[src/rtl/serial_rx_fifo.sv]
// serial_rx_fifo
// Receive buffer behind the async serial receiver. Bytes strobed in on
// rx_ready go into a 2**AW-entry FIFO; the oldest byte is presented on
// dout (first-word-fall-through). Tracks line status and raises irq on a
// programmable fill level or on an idle timeout while data is held.
//
// Ports
//   clk, rst        : clock, synchronous active-high reset
//   rx_data/rx_ready: byte + one-clock write strobe from the receiver
//   rx_endofpacket  : one-clock idle pulse from the receiver
//   rd              : pop strobe (host data-register read)
//   lsr_rd          : line-status read strobe, clears overrun
//   flush           : FIFO clear
//   trig            : fill trigger select (1/4/8/14 entries)
//   dout            : head-of-FIFO byte
//   data_avail,count,full,overrun,timeout,irq : status
module serial_rx_fifo #(
  parameter int AW = 4
) (
  input  logic          clk,
  input  logic          rst,
  input  logic [7:0]    rx_data,
  input  logic          rx_ready,
  input  logic          rx_endofpacket,
  input  logic          rd,
  input  logic          lsr_rd,
  input  logic          flush,
  input  logic [1:0]    trig,
  output logic [7:0]    dout,
  output logic          data_avail,
  output logic [AW:0]   count,
  output logic          full,
  output logic          overrun,
  output logic          timeout,
  output logic          irq
);
  localparam int          DEPTH   = 2 ** AW;
  localparam logic [AW:0] DEPTH_C = (AW+1)'(DEPTH);

  logic [7:0]    mem_q [DEPTH];
  logic [AW-1:0] wr_ptr_q, wr_ptr_d;
  logic [AW-1:0] rd_ptr_q, rd_ptr_d;
  logic [AW:0]   count_q, count_d;
  logic          overrun_q, overrun_d;
  logic          timeout_q, timeout_d;
  logic          do_wr, do_rd, empty;
  int            trig_level;

  assign empty = (count_q == '0);
  assign full  = (count_q == DEPTH_C);

  always_comb begin
    // Flush overrides both sides. A write into a full FIFO is still taken
    // when the same-cycle read frees a slot.
    do_rd = rd && !empty && !flush;
    do_wr = rx_ready && (!full || do_rd) && !flush;

    wr_ptr_d = wr_ptr_q;
    rd_ptr_d = rd_ptr_q;
    count_d  = count_q;
    if (flush) begin
      wr_ptr_d = '0;
      rd_ptr_d = '0;
      count_d  = '0;
    end else begin
      if (do_wr) wr_ptr_d = wr_ptr_q + AW'(1);
      if (do_rd) rd_ptr_d = rd_ptr_q + AW'(1);
      count_d = count_q + (AW+1)'(do_wr) - (AW+1)'(do_rd);
    end

    // Overrun: a dropped byte sets it, and wins over a same-cycle lsr_rd.
    overrun_d = overrun_q;
    if (flush)                         overrun_d = 1'b0;
    else if (rx_ready && full && !rd)  overrun_d = 1'b1;
    else if (lsr_rd)                   overrun_d = 1'b0;

    // Timeout: clears win over a coincident end-of-packet.
    timeout_d = timeout_q;
    if (flush || rd || count_d == '0) timeout_d = 1'b0;
    else if (rx_endofpacket)          timeout_d = 1'b1;

    case (trig)
      2'b00:   trig_level = 1;
      2'b01:   trig_level = 4;
      2'b10:   trig_level = 8;
      default: trig_level = 14;
    endcase
    if (trig_level > DEPTH) trig_level = DEPTH;
  end

  always_ff @(posedge clk) begin
    if (rst) begin
      wr_ptr_q  <= '0;
      rd_ptr_q  <= '0;
      count_q   <= '0;
      overrun_q <= 1'b0;
      timeout_q <= 1'b0;
    end else begin
      wr_ptr_q  <= wr_ptr_d;
      rd_ptr_q  <= rd_ptr_d;
      count_q   <= count_d;
      overrun_q <= overrun_d;
      timeout_q <= timeout_d;
    end
  end

  // Storage is not reset; only the pointers define what is valid.
  always_ff @(posedge clk) begin
    if (!rst && do_wr) mem_q[wr_ptr_q] <= rx_data;
  end

  assign dout       = mem_q[rd_ptr_q];
  assign data_avail = !empty;
  assign count      = count_q;
  assign overrun    = overrun_q;
  assign timeout    = timeout_q;
  assign irq        = (int'(count_q) >= trig_level) | timeout_q;
endmodule

[config.mk]
export PLATFORM = sky130hd
export DESIGN_NAME = serial_rx_fifo
export DESIGN_NICKNAME = d
export VERILOG_FILES = /design/src/rtl/serial_rx_fifo.sv
export SDC_FILE = /design/constraint.sdc
export NUM_CORES = 1
export LEC_CHECK = 0
export BUFFER_PORTS_ARGS = -buffer_cell sky130_fd_sc_hd__buf_2
export CORE_ASPECT_RATIO = 1.1
export CORE_UTILIZATION = 55
export CTS_BUF_LIST = sky130_fd_sc_hd__clkbuf_2
export DETAILED_ROUTE_END_ITERATION = 8
export MAX_ROUTING_LAYER = met4
export PLACE_DENSITY = 0.73
export SLEW_MARGIN = 20
export SYNTH_ARGS = -nofsm -noshare
export SYNTH_HDL_FRONTEND = slang
export SYNTH_SLANG_ARGS = --single-unit
[constraint.sdc]
create_clock -name clk -period 3.9 [get_ports clk]
set_input_delay 1.17 -clock clk [delete_from_list [all_inputs] [get_ports clk]]
set_output_delay 1.17 -clock clk [all_outputs]
set_load 0.02 [all_outputs]
After elaboration in Yosys (flattened, before gate mapping):

Memories as Yosys holds them, arrays and structs flattened. A register that Yosys moved wholly into a read port is not among the register bits.
Cells that the tools add are included.

* memories: 1
* word-level logic and storage cells: 46
* flip-flop bits (word level): 15
* bits in writable memories: 128
* output and inout bits: 18
* input bits: 17

* equality and inequality tests: 3
* add/sub/neg operators: 4
* reduce and logical (&&, ||, !) cells: 21
* bitwise gates (word level): 1
* $lt $le $gt $ge: 2
* multiplexer cells: 9

Memories
* mem_q: depth 16, width 8, read ports 1, clocked after Yosys merged registers in 1, write ports 1, RTL line 40 `logic [7:0] mem_q [DEPTH];`

Operator list (number)
* 6-bit by 32-bit >= comparator with 1-bit output: 1
* 32-bit by 6-bit > comparator with 1-bit output (second input constant): 1
* 32-bit 2-to-1 mux: 1
* 4-bit one-hot mux with 3 select lines: 1
* 5-bit logical NOT: 2
* 4-bit by 1-bit adder with 4-bit output (second input constant): 2
* 4-bit 2-to-1 mux: 2
* 1-bit logical AND: 7
* 5-bit by 1-bit adder with 5-bit output: 1
* 5-bit equality test (second input constant): 1
* 1-bit logical NOT: 5
* 5-bit 2-to-1 mux: 1
* 5-bit by 1-bit subtractor with 5-bit output: 1
* 1-bit 2-to-1 mux: 4
* 2-bit OR reduction: 2
* 1-bit logical OR: 3
* 2-bit by 1-bit equality test with 1-bit output (second input constant): 1
* 2-bit equality test (second input constant): 1
* 2-bit logical NOT: 1
* 2-bit nonzero test: 1
* 1-bit bitwise OR: 1

Logic depth before layout (Yosys ltp):

Gate-level depths: netlist of run 1.

* depth in word-level cells: 13
* gate-level depth with buffers: 13
* gate-level depth less buffers: 13

Least setup slack after synthesis of run 1:

OpenSTA, ideal clock, no wires.

* path type: in2out
* start: input port trig[1]
* end: output port irq
* path slack: 0.569 ns
* stages: 6
* arrival time: 2.161 ns
* buffers on the path: 0
* data required time: 2.730 ns
* cell sequence: nor2_1 > ha_1 > nand2b_1 > a21o_1 > a21oi_1 > o21ai_0

* cells in the longest elaborated chain, start to end: 6

Ends and longest elaborated chain
* start, declared: RTL line 28 `input logic [1:0] trig,`
* 2-bit equality test (tied with other cells): RTL line 82 `case (trig)`
* 4-bit one-hot mux with 3 select lines *: RTL line 82
* 32-bit by 6-bit > comparator with 1-bit output: RTL line 88 `if (trig_level > DEPTH) trig_level = DEPTH;`
* 32-bit 2-to-1 mux *: RTL line 88
* 6-bit by 32-bit >= comparator with 1-bit output *: RTL line 117 `assign irq = (int'(count_q) >= trig_level) | timeout_q;`
* 1-bit bitwise OR *: RTL line 117
* end, declared: RTL line 35 `output logic irq`

Mark *: on every way between the ends. The rest lies on a longest branch, timed or not.

==> results of run 1 <==
metrics by stage:
| step | hold WS [ns] | area, sq um | cells |
|---|---|---|---|
| 3_3_place_gp | 0.495 | 6370 | 517 |
| 6_report | 0.524 | 6660 | 553 |
| 5_1_grt | 0.560 | 6660 | 553 |
| 4_1_cts | 0.530 | 6630 | 549 |
| 2_1_floorplan | 0.468 | 6020 | 339 |
| 3_5_place_dp | 0.506 | 6370 | 517 |
final timing paths:
| path | startpoint | to | slack (ns) | cells past startpoint |
|---|---|---|---|---|
| setup / recovery | flop | dout[6] | 0.20 | 5 |
| hold / removal | rd_ptr_q[1] | rd_ptr_q[1] | 0.52 | 2 |
| setup reg to reg | count[3] | timeout | 0.87 | 13 |
| hold reg to reg | rd_ptr_q[1] | rd_ptr_q[1] | 0.52 | 2 |
what timing repair did:
item | 4_1_cts | 5_1_grt
gates resized for setup | 1 | 0
setup buffers | 0 | 4
setup endpoints to repair | 1 | 3
per-layer routing:
metal	up-vias	GRT usage [%]
met1	1592	29.5
met5	-	-
met3	23	5.21
met2	101	34.5
met4	0	9.37
li1	1443	-
sequential cells by signal, summed over array words and instances, names as in the netlist, named ones only:
register,cells
mem_q,128
timeout,1
rd_ptr_q,4
count,5
overrun,1
wr_ptr_q,4
worst min-delay path, delay by kind of cell, from the launching register on:
| kind | cells | cell delay [ns] |
|---|---|---|
| flops | 1 | 0.37 |
| compound gates | 1 | 0.07 |
| simple gates | 1 | 0.06 |
area by class of cell:
type                    instances  share of cell area, %
repair buffers                 52                   4.77
flip-flops and latches        147                   63.5
clock inverters                14                   2.46
well taps                     143                   2.69
inverters                      15                  0.846
multi-input cells             164                   24.4
clock buffers                  18                   1.35
kinds of logic (layout without fill, tap and decap cells):
family	after synthesis	after routing
buffers and inverters	28	99
AO/OA/AOI/OAI	30	30
XOR/XNOR	10	10
AND/OR/NAND/NOR	76	76
multiplexers	32	32
flip-flops	147	147
adder cells (fa/ha/maj)	16	16
placed cells by master (no fill, tap or decap), types with 2 or more instances in the layout:
master,synthesis,routed
sky130_fd_sc_hd__nor2b_1,4,4
sky130_fd_sc_hd__xnor2_1,7,7
sky130_fd_sc_hd__bufinv_16,0,3
sky130_fd_sc_hd__clkbuf_2,0,18
sky130_fd_sc_hd__a21o_1,2,2
sky130_fd_sc_hd__mux4_1,13,13
sky130_fd_sc_hd__clkinv_2,0,3
sky130_fd_sc_hd__mux4_2,19,19
sky130_fd_sc_hd__o21ai_0,3,3
sky130_fd_sc_hd__or2_2,2,2
sky130_fd_sc_hd__nand3_1,6,6
sky130_fd_sc_hd__nand2_1,13,13
sky130_fd_sc_hd__edfxtp_1,128,128
sky130_fd_sc_hd__nand2b_1,3,3
sky130_fd_sc_hd__clkinv_4,0,2
sky130_fd_sc_hd__nor3_1,2,2
sky130_fd_sc_hd__clkinvlp_4,0,5
sky130_fd_sc_hd__o211ai_1,2,2
sky130_fd_sc_hd__ha_1,15,15
sky130_fd_sc_hd__a22oi_1,16,16
sky130_fd_sc_hd__xor2_1,3,3
sky130_fd_sc_hd__nor2_1,36,36
sky130_fd_sc_hd__inv_1,15,15
sky130_fd_sc_hd__buf_4,1,17
sky130_fd_sc_hd__and3_1,2,2
sky130_fd_sc_hd__buf_2,3,34
sky130_fd_sc_hd__a21oi_1,6,6
sky130_fd_sc_hd__dfxtp_1,19,18
report_power, final:
group / switching, mW / total (mW) / internal (mW)
Sequential: 0.0102 / 1.73 / 1.72
Clock: 0.520 / 0.874 / 0.354
Combinational: 0.120 / 0.201 / 0.0808
==> qor.txt, run 1 <==
PLACED DESIGN
-------------------------------------------------------------------------------------
Sum of net half-perimeters after detailed placement                           7020 um
Final estimated routing congestion in global placement                          0.772
Port-buffer cells                                                                  34
Minimum setup slack after placement                                          0.424 ns

FLOORPLANNING
-------------------------------------------------------------------------------------
I/O pins                                                                           35
Effective utilization at floorplan                                              57.1%
Horizontal die dimension                                                       102 um
Overall die area                                                          11400 sq um
Die height                                                                     112 um
Number of rows in the core area                                                    39
Core area                                                                 10500 sq um

CRITICAL PATH
-------------------------------------------------------------------------------------
Crit path buf inv count                                                             2
Worst Setup Path Type                                                    flop to output port
Longest individual stage delay on the worst path                              0.59 ns
CP top delay family                                                      multiplexers
Critical path endpoint category                                           output port
Critical-path cell list                                                  buf_12, mux4_1, a22oi_1, nand2_1, buf_2
Maximum fanout count along the critical path                                       25
Worst EP required                                                             2.73 ns
Cell type of the slowest stage on the worst timing path                  sky130_fd_sc_hd__mux4_1
Startpoint Class                                                                 flop
Worst Path Arrival                                                            2.53 ns

FINISH
-------------------------------------------------------------------------------------
Net count, final                                                                  430
Area added between synthesis and finish                                         10.6%
FF/Latch Area                                                              4230 sq um
Area of combinational cells with multiple inputs                           1620 sq um
Post-route core utilization                                                     63.2%
Fill cell count                                                                   770
Share of post-route cells with drive strength above 1                           25.9%
Inserted Diodes                                                                     0

YOSYS
-------------------------------------------------------------------------------------
Synth Area in XOR/XNOR                                                          1.45%
Post-synthesis share of cell area spent on and, or, nand and nor gates          5.92%
Compound-cell area share of the yosys netlist                                   3.35%
FF+latch count, synth                                                             147
Post-synth design cell area                                                6020 sq um
Warning count from the yosys run                                                    0
Top flip-flop cell by instance count after synthesis                     sky130_fd_sc_hd__edfxtp_1
Distinct cell type count after synthesis                                           38
Count of mapped cells out of synthesis                                            339
Combinational family with the most area after synthesis                  multiplexers
Post-synthesis adder-cell area fraction                                         3.45%
Cell with the most instances after synthesis                             sky130_fd_sc_hd__edfxtp_1
Share of flip-flops with an asynchronous set or reset                              0%
EDFF count, synth                                                                 128
Share of the synthesized area in the top cell type                              63.8%
Top cell types by occurrence after synthesis                             128 x sky130_fd_sc_hd__edfxtp_1, 36 x sky130_fd_sc_hd__nor2_1, 19 x sky130_fd_sc_hd__dfxtp_1, 19 x sky130_fd_sc_hd__mux4_2, 16 x sky130_fd_sc_hd__a22oi_1
Cell types with the largest area share after synthesis                   sky130_fd_sc_hd__edfxtp_1 64%, sky130_fd_sc_hd__mux4_2 7.1%, sky130_fd_sc_hd__dfxtp_1 6.3%
Mapped Nets                                                                       372
Multiplexer area fraction after synthesis                                       12.8%
Portion of the post-synthesis area used by sequential elements                  70.2%
Average instance area after synthesis                                      17.8 sq um
Post-synthesis cell type with the largest combined area                  sky130_fd_sc_hd__edfxtp_1

ROUTING
-------------------------------------------------------------------------------------
Detailed-route DRC error count                                                      0
Amount of wire on met3 after detailed routing                                  609 um
WL met1                                                                       4540 um
Pre-Repair DR Iteration Count                                                       4
Mean routed wirelength per cell                                               20.1 um
Sum of routed wire length over all layers                                    11100 um
Avg Vias per Cell                                                                5.71
Number of vias in the routed layout                                              3159
Met2 wirelength from detailed routing                                         5730 um
DRC marker count from the first detailed-route iteration                          277
Final antenna-violating net count                                                   0
Uppermost layer routed                                                           met4

STA
-------------------------------------------------------------------------------------
Final count of hold timing violations                                               0
Final worst path period need                                                  3.70 ns
Setup-failing EPs final                                                             0
Rel. slew slack                                                                 41.6%
Largest clock skew in the final design                                      0.0204 ns
Part of the cycle the worst path needs                                          94.9%
Achievable frequency                                                          270 MHz
Slew at the pin closest to its max-slew limit                                0.873 ns
RSZ-0062 raised after global routing                                            false
Final worst setup slack                                                      0.199 ns
Total Negative Setup Slacks                                                      0 ns
Max Transition Viols Final                                                          0

GLOBAL ROUTE
-------------------------------------------------------------------------------------
Wire length of the first global-routing pass                                 17400 um
Overall fraction of global-route tracks in use                                  22.7%
Antenna violations before repair                                                    0
Pin count of the biggest net entering global routing                               33
Final global-route overflow total                                                   0
Number of global-route vias before repair                                        3164

CLOCKING
-------------------------------------------------------------------------------------
Total CTS buffers                                                                  17
Worst skew pair latency                                                       0.67 ns
H-Tree Level Count                                                                  4
CTS max path bufs                                                                   2
Hold buffer count at cts                                                            0
Clock root buffer                                                        sky130_fd_sc_hd__clkbuf_2
Clock-pin slew of the registers on the worst-case setup and hold paths        0.19 ns
TritonCTS clock tree                                                             done
Number of clock sinks                                                             147

PWR
-------------------------------------------------------------------------------------
Total chip power                                                              2.80 mW
P per Cell Area                                                           421 nW/um^2
Max rail drop VDD                                                            0.238 mV
Pleak                                                                         2.28 nW

WORST HOLD PATH
-------------------------------------------------------------------------------------
Hold/Removal Path Class                                                  flop to flop

OUTCOME
-------------------------------------------------------------------------------------
Result of the run                                                        complete, no violations

JOB
-------------------------------------------------------------------------------------
MaxCap Viol Count                                                                   0

(Power assumes the default switching activity.)
==> run 2: changes to the inputs <==
--- a/config.mk
+++ b/config.mk
@@ -12,6 +12,7 @@
 export DETAILED_ROUTE_END_ITERATION = 8
 export MAX_ROUTING_LAYER = met4
 export PLACE_DENSITY = 0.73
+export SETUP_SLACK_MARGIN = 0.5
 export SLEW_MARGIN = 20
 export SYNTH_ARGS = -nofsm -noshare
 export SYNTH_HDL_FRONTEND = slang
==> qor.txt, run 2 (synthesis gave the netlist of run 1 again) <==
PWR
-------------------------------------------------------------------------------------
P per Cell Area                                                           411 nW/um^2   was 421 nW/um^2
Share of total power in sequential cells                                        60.8%   was 61.6%
Switching Power                                                              0.666 mW   was 0.650 mW
Max rail drop VDD                                                            0.239 mV   was 0.238 mV
Internal power summed over all cells                                          2.17 mW   was 2.15 mW
Clock Power Share                                                               31.0%   was 31.2%
Pleak                                                                         2.33 nW   was 2.28 nW
Combinational power share                                                        8.2%   was 7.2%
Switching share of total power                                                  23.5%   was 23.2%

PLACED DESIGN
-------------------------------------------------------------------------------------
Port-buffer cells                                                                  34   unchanged
Sum of net half-perimeters after detailed placement                           7020 um   unchanged
Post-detailed-placement cell area                                          6370 sq um   unchanged
Final estimated routing congestion in global placement                          0.772   unchanged

CRITICAL PATH
-------------------------------------------------------------------------------------
Startpoint Class                                                                 flop   unchanged
Critical path endpoint category                                           output port   unchanged
Longest individual stage delay on the worst path                              0.51 ns   was 0.59 ns
Critical-path cell list                                                  buf_12, buf_16, mux4_2, a22oi_2, nand2_2, buf_6   was buf_12, mux4_1, a22oi_1, nand2_1, buf_2
Worst Path Arrival                                                            2.38 ns   was 2.53 ns
Maximum fanout count along the critical path                                        6   was 25
Cell type of the slowest stage on the worst timing path                  sky130_fd_sc_hd__mux4_2   was sky130_fd_sc_hd__mux4_1
Cell depth of the worst flop-to-flop path                                          13   unchanged
Worst Setup Path Type                                                    flop to output port   unchanged
Worst EP required                                                             2.73 ns   about the same

STA
-------------------------------------------------------------------------------------
Slew at the pin closest to its max-slew limit                                 1.02 ns   was 0.873 ns
Achievable frequency                                                          282 MHz   was 270 MHz
Largest clock skew in the final design                                      0.0205 ns   was 0.0204 ns
Max Transition Viols Final                                                          0   unchanged
Part of the cycle the worst path needs                                          90.9%   was 94.9%
Setup-failing EPs final                                                             0   unchanged
Final count of hold timing violations                                               0   unchanged
Final worst path period need                                                  3.55 ns   was 3.70 ns
RSZ-0062 raised after global routing                                             true   was false
Rel. slew slack                                                                 31.6%   was 41.6%
Total Negative Setup Slacks                                                      0 ns   unchanged

ROUTING
-------------------------------------------------------------------------------------
Avg Vias per Cell                                                                5.66   was 5.71
Pre-Repair DR Iteration Count                                                       4   unchanged
Number of vias in the routed layout                                              3161   was 3159
Final antenna-violating net count                                                   0   unchanged
Mean routed wirelength per cell                                               21.2 um   was 20.1 um
Sum of routed wire length over all layers                                    11800 um   was 11100 um
DRC marker count from the first detailed-route iteration                          368   was 277
Detailed-route DRC error count                                                      0   unchanged

FLOORPLANNING
-------------------------------------------------------------------------------------
Die height                                                                     112 um   unchanged
Effective utilization at floorplan                                              57.1%   unchanged
Horizontal die dimension                                                       102 um   unchanged
Overall die area                                                          11400 sq um   unchanged
Number of rows in the core area                                                    39   unchanged
Core area                                                                 10500 sq um   unchanged
I/O pins                                                                           35   unchanged

GLOBAL ROUTE
-------------------------------------------------------------------------------------
Pin count of the biggest net entering global routing                               33   unchanged
Number of global-route vias before repair                                        3219   was 3164
Antenna violations before repair                                                    0   unchanged
Overall fraction of global-route tracks in use                                  23.9%   was 22.7%
Final global-route overflow total                                                   0   unchanged
Wire length of the first global-routing pass                                 18300 um   was 17400 um

CLOCKING
-------------------------------------------------------------------------------------
Total CTS buffers                                                                  17   unchanged
Clock root buffer                                                        sky130_fd_sc_hd__clkbuf_2   unchanged
H-Tree Level Count                                                                  4   unchanged
TritonCTS clock tree                                                             done   unchanged
CTS max path bufs                                                                   2   unchanged
Worst skew pair latency                                                       0.68 ns   was 0.67 ns
Clock-pin slew of the registers on the worst-case setup and hold paths        0.20 ns   was 0.19 ns
Number of clock sinks                                                             147   unchanged

JOB
-------------------------------------------------------------------------------------
MaxCap Viol Count                                                                   0   unchanged

FINISH
-------------------------------------------------------------------------------------
Post-Layout Inst Area                                                      6920 sq um   was 6660 sq um
Most common library cell in the layout ignoring fill and taps            sky130_fd_sc_hd__edfxtp_1   unchanged
Number of flip-flops in the largest register                                      128   unchanged
Area added between synthesis and finish                                         14.9%   was 10.6%
Net count, final                                                                  435   was 430
Highest-count cells in the layout ignoring fill and taps                 128 x sky130_fd_sc_hd__edfxtp_1, 35 x sky130_fd_sc_hd__nor2_1, 29 x sky130_fd_sc_hd__mux4_2, 23 x sky130_fd_sc_hd__buf_2, 18 x sky130_fd_sc_hd__clkbuf_2   was 128 x sky130_fd_sc_hd__edfxtp_1, 36 x sky130_fd_sc_hd__nor2_1, 34 x sky130_fd_sc_hd__buf_2, 19 x sky130_fd_sc_hd__mux4_2
Inserted Diodes                                                                     0   unchanged
Share of post-route cells with drive strength above 1                           34.7%   was 25.9%
Post-route core utilization                                                     65.6%   was 63.2%
Register bank with the most flops                                               mem_q   unchanged

OUTCOME
-------------------------------------------------------------------------------------
Result of the run                                                        complete, no violations   unchanged

WORST HOLD PATH
-------------------------------------------------------------------------------------
Worst Hold Depth                                                                    2   unchanged
Hold/Removal Path Class                                                  flop to flop   unchanged

run 2: changes by cell type in the layout (fill, tap and decap cells not counted), moves of 3 or more:
| cell | before | now |
|---|---|---|
| sky130_fd_sc_hd__a22oi_1 | 16 | 2 |
| sky130_fd_sc_hd__a22oi_2 | 0 | 14 |
| sky130_fd_sc_hd__mux4_1 | 13 | 3 |
| sky130_fd_sc_hd__buf_6 | 0 | 10 |
| sky130_fd_sc_hd__nand2_1 | 13 | 9 |
| sky130_fd_sc_hd__buf_2 | 34 | 23 |
| sky130_fd_sc_hd__mux4_2 | 19 | 29 |
| sky130_fd_sc_hd__buf_16 | 0 | 3 |
| sky130_fd_sc_hd__nand2_2 | 0 | 4 |
run 2: final timing paths:
kind                               endpoint   startpoint  slack (ns)
worst min-delay path            rd_ptr_q[1]  rd_ptr_q[1]        0.52
worst max-delay path                dout[6]         flop        0.35
worst max register to register      timeout     count[3]        0.91
worst min register to register  rd_ptr_q[1]  rd_ptr_q[1]        0.52
run 2: through the flow:
| step | cells | power (mW) | hold WS, ns | worst slack, ns |
|---|---|---|---|---|
| floorplan | 339 | 1.89 | 0.468 | 0.569 |
| global placement | 517 | 1.96 | 0.495 | 0.478 |
| detailed placement | 517 | 1.96 | 0.506 | 0.424 |
| CTS | 558 | 2.86 | 0.530 | 0.287 |
| global route | 558 | 2.95 | 0.560 | 0.210 |
| finish | 558 | 2.84 | 0.524 | 0.354 |
run 2: repair_timing:
action                                  in CTS  in global routing
hold buffers                                 0                  0
resized for setup                           46                 14
endpoints found under the setup margin      10                  9
pin swaps                                   21                  6
setup buffers                                6                  0
gates cloned                                 3                  0
run 2: routing by layer:
| layer | vias up | GRT usage [%] | share of wire [%] |
|---|---|---|---|
| li1 | 1442 | - | - |
| met1 | 1603 | 31.1 | 41 |
| met2 | 102 | 37.2 | 53 |
| met3 | 14 | 4.96 | 5.3 |
| met4 | 0 | 8.70 | 1.2 |
| met5 | - | - | 0 |
run 2: layout make-up:
class | instances | area, sq um
Sequential cell | 147 | 4230
Fill cell | 746 | 3620
Multi-Input combinational cell | 164 | 1690
Timing Repair Buffer | 57 | 513
Tap cell | 143 | 179
Clock inverter | 14 | 164
Clock buffer | 18 | 90.1
Inverter | 15 | 56.3
run 2: worst max-delay path, delay by kind of cell (launching register included):
| kind | cells | cell delay (ns) |
|---|---|---|
| simple gates | 1 | 0.12 |
| flops | 1 | 0.48 |
| mux | 1 | 0.51 |
| buf+inv | 3 | 0.40 |
| compound gates | 1 | 0.20 |
run 2: power groups by stage:
stage	clock (mW)	sequential, mW	combinational (mW)
after floorplan	0	1.77	0.128
after global placement	0	1.76	0.193
after detailed placement	0	1.76	0.200
after CTS	0.899	1.73	0.230
after global routing	0.968	1.73	0.256
final	0.881	1.73	0.232
==> run 3: changes to the inputs <==
--- a/config.mk
+++ b/config.mk
@@ -12,6 +12,7 @@
 export DETAILED_ROUTE_END_ITERATION = 8
 export MAX_ROUTING_LAYER = met4
 export PLACE_DENSITY = 0.73
+export RECOVER_POWER = 25
 export SETUP_SLACK_MARGIN = 0.5
 export SLEW_MARGIN = 20
 export SYNTH_ARGS = -nofsm -noshare
==> qor.txt, run 3 (synthesis gave the netlist of run 1 again) <==
PLACED DESIGN
-------------------------------------------------------------------------------------
Port-buffer cells                                                                  34   unchanged
Final estimated routing congestion in global placement                          0.772   unchanged
Sum of net half-perimeters after detailed placement                           7020 um   unchanged
Minimum setup slack after placement                                          0.424 ns   unchanged

STA
-------------------------------------------------------------------------------------
Final worst path period need                                                  3.53 ns   was 3.55 ns
Slew at the pin closest to its max-slew limit                                0.978 ns   was 1.02 ns
Max Transition Viols Final                                                          0   unchanged
Largest clock skew in the final design                                      0.0189 ns   was 0.0205 ns
Setup-failing EPs final                                                             0   unchanged
Final count of hold timing violations                                               0   unchanged
Part of the cycle the worst path needs                                          90.5%   was 90.9%
RSZ-0062 raised after global routing                                             true   unchanged
Final worst setup slack                                                      0.369 ns   was 0.354 ns
Achievable frequency                                                          283 MHz   was 282 MHz
Total Negative Setup Slacks                                                      0 ns   unchanged
Rel. slew slack                                                                 34.6%   was 31.6%

GLOBAL ROUTE
-------------------------------------------------------------------------------------
Antenna violations before repair                                                    0   unchanged
Overall fraction of global-route tracks in use                                  23.9%   unchanged
Final global-route overflow total                                                   0   unchanged
Number of global-route vias before repair                                        3219   unchanged
Pin count of the biggest net entering global routing                               33   unchanged
Wire length of the first global-routing pass                                 18300 um   unchanged

JOB
-------------------------------------------------------------------------------------
MaxCap Viol Count                                                                   0   unchanged

FINISH
-------------------------------------------------------------------------------------
Highest-count cells in the layout ignoring fill and taps                 128 x sky130_fd_sc_hd__edfxtp_1, 35 x sky130_fd_sc_hd__nor2_1, 29 x sky130_fd_sc_hd__mux4_2, 18 x sky130_fd_sc_hd__clkbuf_2   was 128 x sky130_fd_sc_hd__edfxtp_1, 35 x sky130_fd_sc_hd__nor2_1, 29 x sky130_fd_sc_hd__mux4_2, 23 x sky130_fd_sc_hd__buf_2, 18 x sky130_fd_sc_hd__clkbuf_2
Share of post-route cells with drive strength above 1                           33.0%   was 34.7%
Inserted Diodes                                                                     0   unchanged
Number of flip-flops in the largest register                                      128   unchanged
Net count, final                                                                  435   unchanged
Most common library cell in the layout ignoring fill and taps            sky130_fd_sc_hd__edfxtp_1   unchanged
Register bank with the most flops                                               mem_q   unchanged
Area added between synthesis and finish                                         14.7%   was 14.9%

WORST HOLD PATH
-------------------------------------------------------------------------------------
Endpoint of the worst hold path                                           rd_ptr_q[1]   unchanged
Worst Hold Depth                                                                    2   unchanged
Hold/Removal Path Class                                                  flop to flop   unchanged
Origin of the worst min-delay path                                        rd_ptr_q[1]   unchanged

CRITICAL PATH
-------------------------------------------------------------------------------------
Longest individual stage delay on the worst path                              0.53 ns   was 0.51 ns
Cell type of the slowest stage on the worst timing path                  sky130_fd_sc_hd__mux4_2   unchanged
Maximum fanout count along the critical path                                        6   unchanged
Critical-path cell list                                                  buf_12, buf_16, mux4_2, a22oi_2, nand2_2, buf_6   unchanged
Critical path endpoint category                                           output port   unchanged
Beginning of the worst register-to-register path                             count[3]   unchanged
Startpoint Class                                                                 flop   unchanged
Worst Path Arrival                                                            2.36 ns   was 2.38 ns
Worst reg-to-reg setup slack                                                  0.92 ns   was 0.91 ns
Capture point of the worst reg-to-reg path                                    timeout   unchanged
Worst Setup Path Type                                                    flop to output port   unchanged
Cell depth of the worst flop-to-flop path                                          13   unchanged
Worst EP required                                                             2.73 ns   about the same

ROUTING
-------------------------------------------------------------------------------------
Pre-Repair DR Iteration Count                                                       4   unchanged
Detailed-route DRC error count                                                      0   unchanged
DRC marker count from the first detailed-route iteration                          333   was 368
Final antenna-violating net count                                                   0   unchanged
Avg Vias per Cell                                                                5.68   was 5.66
Sum of routed wire length over all layers                                    11800 um   about the same
Mean routed wirelength per cell                                               21.2 um   about the same
Number of vias in the routed layout                                              3169   was 3161

CLOCKING
-------------------------------------------------------------------------------------
Hold buffer count at cts                                                            0   unchanged
Number of clock sinks                                                             147   unchanged
H-Tree Level Count                                                                  4   unchanged
Clock-pin slew of the registers on the worst-case setup and hold paths        0.20 ns   about the same
Worst skew pair latency                                                       0.66 ns   was 0.68 ns
Clock root buffer                                                        sky130_fd_sc_hd__clkbuf_2   unchanged
TritonCTS clock tree                                                             done   unchanged
CTS max path bufs                                                                   2   unchanged
Total CTS buffers                                                                  17   unchanged

PWR
-------------------------------------------------------------------------------------
Total chip power                                                              2.84 mW   about the same
Pleak                                                                         2.31 nW   was 2.33 nW
P per Cell Area                                                           411 nW/um^2   about the same
Max rail drop VDD                                                            0.238 mV   was 0.239 mV

FLOORPLANNING
-------------------------------------------------------------------------------------
Die height                                                                     112 um   unchanged
Core area                                                                 10500 sq um   unchanged
Horizontal die dimension                                                       102 um   unchanged
Overall die area                                                          11400 sq um   unchanged
Number of rows in the core area                                                    39   unchanged
I/O pins                                                                           35   unchanged
Effective utilization at floorplan                                              57.1%   unchanged

OUTCOME
-------------------------------------------------------------------------------------
Result of the run                                                        complete, no violations   unchanged

==> run 3: how the worst max path moves through the flow <==
stage | start | end | cells after the start
3_3_place_gp | trig[1] | irq | 8
6_report | flop | dout[6] | 6
3_5_place_dp | trig[1] | irq | 8
2_1_floorplan | trig[1] | irq | 6
5_1_grt | flop | dout[3] | 6
4_1_cts | flop | dout[1] | 6
==> run 3: report_power, final <==
group          internal (mW)  total (mW)  switching, mW
Combinational          0.102       0.231          0.128
Clock                  0.354       0.878          0.524
Sequential              1.72        1.73         0.0112
Total                   2.17        2.84          0.664
==> run 3: per-layer routing <==
| metal | vias to the layer above | global-route usage [%] | wire (um) |
|---|---|---|---|
| met5 | - | - | 0 |
| met4 | 0 | 8.70 | 98 |
| met3 | 10 | 4.96 | 788 |
| met2 | 120 | 37.2 | 6300 |
| met1 | 1593 | 31.1 | 4640 |
| li1 | 1446 | - | - |
==> run 3: area by class of cell <==
type,count,area [sq um]
Multi-Input combinational cell,164,1690
Timing Repair Buffer,57,504
Inverter,15,56.3
Clock buffer,18,90.1
Sequential cell,147,4230
Clock inverter,14,164
Fill cell,752,3630
Tap cell,143,179
==> run 3: critical path, delay by kind of cell, from the launching register on <==
family                 cells  cell delay, ns
AO/OA/AOI/OAI              1            0.19
buffers and inverters      3            0.39
multiplexers               1            0.53
AND/OR/NAND/NOR            1            0.11
flip-flops                 1            0.47
==> run 3: timing repair <==
action,in CTS,in global routing
endpoints found under the setup margin,10,9
resized for setup,46,14
cloned,3,0
pin swaps,21,6
buffers inserted,6,0
==> run 3: metrics by stage <==
| step | std cells | cell area [sq um] | hold WS [ns] | util (%) |
|---|---|---|---|---|
| after floorplan | 339 | 6020 | 0.468 | - |
| after global placement | 517 | 6370 | 0.495 | 60.4 |
| after detailed placement | 517 | 6370 | 0.506 | 60.4 |
| after CTS | 558 | 6890 | 0.530 | 65.4 |
| after global routing | 558 | 6910 | 0.560 | 65.5 |
| final | 558 | 6910 | 0.524 | 65.5 |
